==> config.mk <==
export PLATFORM = sky130hd
export DESIGN_NAME = alu_arbiter
export DESIGN_NICKNAME = d
export VERILOG_FILES = /design/src/rtl/alu_arbiter.sv
export SDC_FILE = /design/constraint.sdc
export NUM_CORES = 1
export LEC_CHECK = 0
export BUFFER_PORTS_ARGS = -buffer_cell sky130_fd_sc_hd__buf_2
export CORE_MARGIN = 1
export CORE_UTILIZATION = 45
export CTS_CLUSTER_SIZE = 28
export DETAILED_ROUTE_END_ITERATION = 10
export GPL_TIMING_DRIVEN = 0
export MAX_ROUTING_LAYER = met4
export PLACE_DENSITY = 0.82
export SLEW_MARGIN = 20
export SYNTH_ARGS = -nofsm -noshare
export SYNTH_HDL_FRONTEND = slang
export SYNTH_SLANG_ARGS = --single-unit
==> constraint.sdc <==
create_clock -name clk -period 2.6 [get_ports clk]
set_input_delay 0.39 -clock clk [delete_from_list [all_inputs] [get_ports clk]]
set_output_delay 0.39 -clock clk [all_outputs]
set_load 0.1 [all_outputs]
==> src/rtl/alu_arbiter.sv <==
// Two-requester round-robin arbiter feeding a 4-bit ALU; optional rsp_zero/rsp_carry under ALU_ARBITER_FLAGS_EN.
// Latency: rsp_valid rises 2 clocks after the accept edge; accept-to-accept spacing is at least 3 cycles.
// Backpressure: response held in RESP until rsp_ready; no requester is readied until the response retires.
module alu_arbiter (
  input  logic       clk,
  input  logic       rst,
  input  logic       req0_valid,
  input  logic [2:0] req0_op,
  input  logic [3:0] req0_a,
  input  logic [3:0] req0_b,
  output logic       req0_ready,
  input  logic       req1_valid,
  input  logic [2:0] req1_op,
  input  logic [3:0] req1_a,
  input  logic [3:0] req1_b,
  output logic       req1_ready,
  output logic       rsp_valid,
  input  logic       rsp_ready,
  output logic       rsp_id,
  output logic [3:0] rsp_result,
`ifdef ALU_ARBITER_FLAGS_EN
  output logic       rsp_zero,
  output logic       rsp_carry,
`endif
  output logic       busy
);

  localparam logic [2:0] OP_ADD = 3'b000;
  localparam logic [2:0] OP_SUB = 3'b001;
  localparam logic [2:0] OP_AND = 3'b010;
  localparam logic [2:0] OP_OR  = 3'b011;
  localparam logic [2:0] OP_NOT = 3'b100;

  typedef enum logic [1:0] {IDLE, EXEC, RESP} state_t;

  state_t     state_q, state_d;
  logic       last_q;
  logic       id_q;
  logic [2:0] op_q;
  logic [3:0] a_q, b_q;
  logic       grant_vld;
  logic       grant_id;
  logic [3:0] alu_res;

  always_comb begin
    state_d    = state_q;
    grant_vld  = 1'b0;
    grant_id   = 1'b0;
    req0_ready = 1'b0;
    req1_ready = 1'b0;
    case (state_q)
      IDLE: begin
        // Under contention the pointer picks whoever did not win last time.
        if (!rst) begin
          if (req0_valid && req1_valid) begin
            grant_vld = 1'b1;
            grant_id  = ~last_q;
          end else if (req0_valid) begin
            grant_vld = 1'b1;
            grant_id  = 1'b0;
          end else if (req1_valid) begin
            grant_vld = 1'b1;
            grant_id  = 1'b1;
          end
        end
        if (grant_vld) begin
          req0_ready = ~grant_id;
          req1_ready = grant_id;
          state_d    = EXEC;
        end
      end
      EXEC: state_d = RESP;
      RESP: if (rsp_ready) state_d = IDLE;
      default: state_d = IDLE;
    endcase
  end

  always_comb begin
    alu_res = 4'b0000;
    case (op_q)
      OP_ADD:  alu_res = a_q + b_q;
      OP_SUB:  alu_res = a_q - b_q;
      OP_AND:  alu_res = a_q & b_q;
      OP_OR:   alu_res = a_q | b_q;
      OP_NOT:  alu_res = ~a_q;
      default: alu_res = 4'b0000;
    endcase
  end

`ifdef ALU_ARBITER_FLAGS_EN
  logic       alu_carry;
  logic [4:0] add_wide;

  always_comb begin
    add_wide  = {1'b0, a_q} + {1'b0, b_q};
    alu_carry = 1'b0;
    if (op_q == OP_ADD) alu_carry = add_wide[4];
    else if (op_q == OP_SUB) alu_carry = (a_q < b_q);
  end

  always_ff @(posedge clk) begin
    if (rst) begin
      rsp_zero  <= 1'b0;
      rsp_carry <= 1'b0;
    end else if (state_q == EXEC) begin
      rsp_zero  <= (alu_res == 4'b0000);
      rsp_carry <= alu_carry;
    end
  end
`endif

  always_ff @(posedge clk) begin
    if (rst) begin
      state_q    <= IDLE;
      last_q     <= 1'b1;
      id_q       <= 1'b0;
      op_q       <= 3'b000;
      a_q        <= 4'b0000;
      b_q        <= 4'b0000;
      rsp_id     <= 1'b0;
      rsp_result <= 4'b0000;
    end else begin
      state_q <= state_d;
      // Operands are sampled only on the accept cycle.
      if (grant_vld) begin
        last_q <= grant_id;
        id_q   <= grant_id;
        op_q   <= grant_id ? req1_op : req0_op;
        a_q    <= grant_id ? req1_a  : req0_a;
        b_q    <= grant_id ? req1_b  : req0_b;
      end
      if (state_q == EXEC) begin
        rsp_result <= alu_res;
        rsp_id     <= id_q;
      end
    end
  end

  assign rsp_valid = (state_q == RESP);
  assign busy      = (state_q != IDLE);

endmodule

==> results_dict.tcl <==
set metrics [dict create \
    reg2reg_setup_slack_ps 350 \
    cell_internal_pwr_uw 631 \
    timing.critical_path.cells "nor3_1, o21ai_1, clkbuf_1, nor2_2, buf_2" \
    post_drt_via_cell_ratio 5.37 \
    routed_wirelength_mm 2.70 \
    cp-start-kind "register" \
    postSynth.topFlopCell "sky130_fd_sc_hd__dfxtp_1" \
    h-tree-depth 1 \
    synth-xor-area-share_pct 2.20 \
    synth_edf_count 0 \
    max_clock_skew_ps 13.2 \
    sequential_group_share_of_total_power_pct 36.8 \
    max-clock-path-buffers 2 \
    leading_cell_types_by_total_area_after_synthesis "sky130_fd_sc_hd__dfxtp_1 (34%), sky130_fd_sc_hd__mux2i_1 (12%), sky130_fd_sc_hd__ha_1 (6.3%), sky130_fd_sc_hd__o21ai_0 (5.9%), sky130_fd_sc_hd__nand3_1 (5.0%)" \
    layout.filler_cells 219 \
    fp.dieH_um 53.5 \
    setup-tns-final_ps 0 \
    share_of_the_synthesized_area_in_the_top_cell_type_pct 33.5 \
    share_of_the_synthesized_area_in_compound_gates_ao_oa_aoi_oai_pct 17.8 \
    hold_path_startpoint "rsp_ready" \
    wl_per_cell_um 12.8 \
    floorplan.initialDensity_pct 47.8 \
    setup_viol 0 \
    detail_route.drc_violations 0 \
    total_leakage_power_uw 0.000729 \
    r2r_start "b_q[0]" \
    worst_slew_margin_relative_to_its_limit_pct 64.4 \
    synthesis.nets 176 \
    groute.usage.overall_pct 22.3 \
    power.switching_fraction_pct 37.3 \
    fin_crit_sh_pct 91.7 \
    antenna_violations_before_repair 0 \
    synth_common_cells "sky130_fd_sc_hd__dfxtp_1 (20), sky130_fd_sc_hd__mux2i_1 (14), sky130_fd_sc_hd__o21ai_0 (14), sky130_fd_sc_hd__nand2_1 (12), sky130_fd_sc_hd__nand3_1 (12)" \
    grt_pass1_wl_mm 4.49 \
    cts_post_setup_buffers_inserted 0 \
    crit_arrival_ps 1990 \
    reg2regPathDepth 9 \
    cp.buffers_inverters 2 \
    cpLargestDelayFamily "buffers and inverters" \
    cap_violations 0 \
    die-width_um 53.5 \
    yosys-mux-area-fraction_pct 11.7 \
    dominant_cell_by_count_in_the_synthesized_netlist "sky130_fd_sc_hd__dfxtp_1" \
    netlist.top_cell.by_area "sky130_fd_sc_hd__dfxtp_1" \
    core_area_sq_um 2500 \
    grt_overflow 0 \
    hold_violations 0 \
    vdd_drop_max_uv 425 \
    post_synth_and_or_nand_nor_area_fraction_pct 19.1 \
    finalCriticalPeriod_ps 2380 \
    ant_nets 0 \
    outcome "finished, final reports clean" \
    power_frac_clock_pct 25.4 \
    tightestPinTransition_ps 530 \
    finalWeightedCongestion 0.888 \
    synth.ff_latch_count 20 \
    final_util_pct 58.5 \
    num_vias 1134 \
    die-area_sq_um 2870 \
    pin_count_of_the_biggest_net_entering_global_routing 13 \
    critical_path_endpoint_category "primary output" \
    syn_inst 142 \
    yosysSeqAreaShare_pct 33.5 \
    tritoncts "done" \
    worst_reg2reg_path_endpoint "rsp_result[1]" \
    syn-cell-area_sq_um 1190 \
    worstPathMaxFanout 10 \
    worst_hold_path_type "in -> reg" \
    insertion_delay_ps 310 \
    synthToLayoutAreaGrowth_pct 22.4 \
    power_frac_comb_pct 37.8 \
    root_buffer "sky130_fd_sc_hd__clkbuf_4" \
    dp_hpwl_mm 2.16 \
    final_layout_size_suffix_gt1_share_pct 24.9 \
    required_worst_endpoint_ps 2210 \
    post_cts.resized_instances 0 \
    rsz_0062_raised_after_global_routing "false" \
    cp_slowest_cell "sky130_fd_sc_hd__buf_2" \
    pwr_cell_area_nw_per_um2 688 \
    cts.hold.buffers_added 0 \
    top_level_ports 36 \
    first_pass_iters 4 \
    first_global_vias 1071 \
    cts_made_buffers 3 \
    placement.io_buffers 35 \
    cts.reportedPaths.clkPinSlew_ps 120 \
    switchingPower_uw 376 \
    synth_cell_types 37 \
    min_delay_path_depth 3 \
    tritoncts_sink_count 20 \
    synth_warnings 0 \
    antenna-diode-count 0 \
    synth-adder-area-share_pct 9.63 \
    1st_iter_drt_viols 14 \
    synth_top_family_by_area "simple AND/OR/NAND/NOR gates" \
    finalMaxSlewViolations 0 \
    postSynthAreaPerCell_sq_um 8.41 \
    synth_async_sr_flop_share_pct 0 \
    fp-row-count 18 \
    critical-path-max-stage-delay_ps 430 \
    num-nets-final 216 \
    hold-path-endpoint "state_q[1]" \
    critical_path_class "reg -> out" \
    timing.fmax_mhz 419 \
]
==> metal layers <==
layer / routed length, um / GRT usage, %
met1: 1110 / 24.6
met2: 1410 / 39.0
met3: 95 / 2.82
met4: 78 / 11.8
met5: 0 / -
==> kinds of logic after synthesis <==
logic type | Yosys count
simple gates | 45
compound gates | 35
flops | 20
buf+inv | 16
mux | 14
fa+ha+maj | 9
xor+xnor | 3
==> how the worst max path moves through the flow <==
stage,depth (start not counted),from,slack (ps),to
finish,5,state_q[0],220,req0_ready
global route,5,state_q[0],60,req0_ready
CTS,5,state_q[0],200,req0_ready
detailed placement,9,b_q[0],370,rsp_result[1]
global placement,9,b_q[0],440,rsp_result[1]
floorplan,4,rst,450,req0_ready
==> layout by cell type (no fill, tap or decap), types with 2 or more instances in the layout <==
master                     count
sky130_fd_sc_hd__buf_2        36
sky130_fd_sc_hd__maj3_1        2
sky130_fd_sc_hd__nand2_1      12
sky130_fd_sc_hd__o21ai_0      14
sky130_fd_sc_hd__nand3_1      12
sky130_fd_sc_hd__clkbuf_4      3
sky130_fd_sc_hd__a211o_1       2
sky130_fd_sc_hd__buf_4         3
sky130_fd_sc_hd__xnor2_1       3
sky130_fd_sc_hd__nand2b_1      2
sky130_fd_sc_hd__a21oi_1       7
sky130_fd_sc_hd__nor2b_1       4
sky130_fd_sc_hd__clkbuf_1      4
sky130_fd_sc_hd__nor3_1        3
sky130_fd_sc_hd__dfxtp_1      20
sky130_fd_sc_hd__a211oi_1      2
sky130_fd_sc_hd__inv_1         8
sky130_fd_sc_hd__mux2i_1      14
sky130_fd_sc_hd__nor2_1        4
sky130_fd_sc_hd__ha_1          6
==> flip-flops by register name, summed over array words and instances, names as in the netlist <==
name,cells
a_q,4
last_q,1
id_q,1
b_q,4
rsp_id,1
rsp_result,4
state_q,2
op_q,3
==> through the flow <==
| step | hold slack, ps | worst slack, ps | cell area [sq um] | instances | power, uW |
|---|---|---|---|---|---|
| 6_report | 329 | 216 | 1460 | 211 | 1010 |
| 4_1_cts | 328 | 197 | 1460 | 211 | 1010 |
| 3_5_place_dp | 447 | 370 | 1410 | 207 | 755 |
| 3_3_place_gp | 442 | 443 | 1410 | 207 | 737 |
| 5_1_grt | 316 | 58.1 | 1460 | 211 | 1060 |
| 2_1_floorplan | 431 | 451 | 1200 | 142 | 670 |
==> cell type report <==
| type | count | area [sq um] | share of cell area, % |
|---|---|---|---|
| Sequential cell | 20 | 400 | 27.4 |
| Clock inverter | 1 | 30.0 | 2.05 |
| Multi-Input combinational cell | 106 | 724 | 49.5 |
| Clock buffer | 3 | 22.5 | 1.54 |
| Tap cell | 30 | 37.5 | 2.57 |
| Timing Repair Buffer | 35 | 175 | 12.0 |
| Inverter | 8 | 30.0 | 2.05 |
| Buffer | 8 | 42.5 | 2.91 |
==> worst min-delay path, stage by stage <==
cell	delay, ps
sky130_fd_sc_hd__buf_2	70
sky130_fd_sc_hd__nand2b_1	80
sky130_fd_sc_hd__a21oi_1	60
==> power groups by stage <==
| stage | Clock (uW) | Sequential, uW | Combinational (uW) |
|---|---|---|---|
| after floorplan | 0 | 429 | 241 |
| after global placement | 0 | 374 | 362 |
| after detailed placement | 0 | 377 | 378 |
| after CTS | 257 | 370 | 381 |
| after global routing | 275 | 376 | 412 |
| final | 255 | 371 | 380 |
Note: power is estimated with default switching activity, not from simulation.
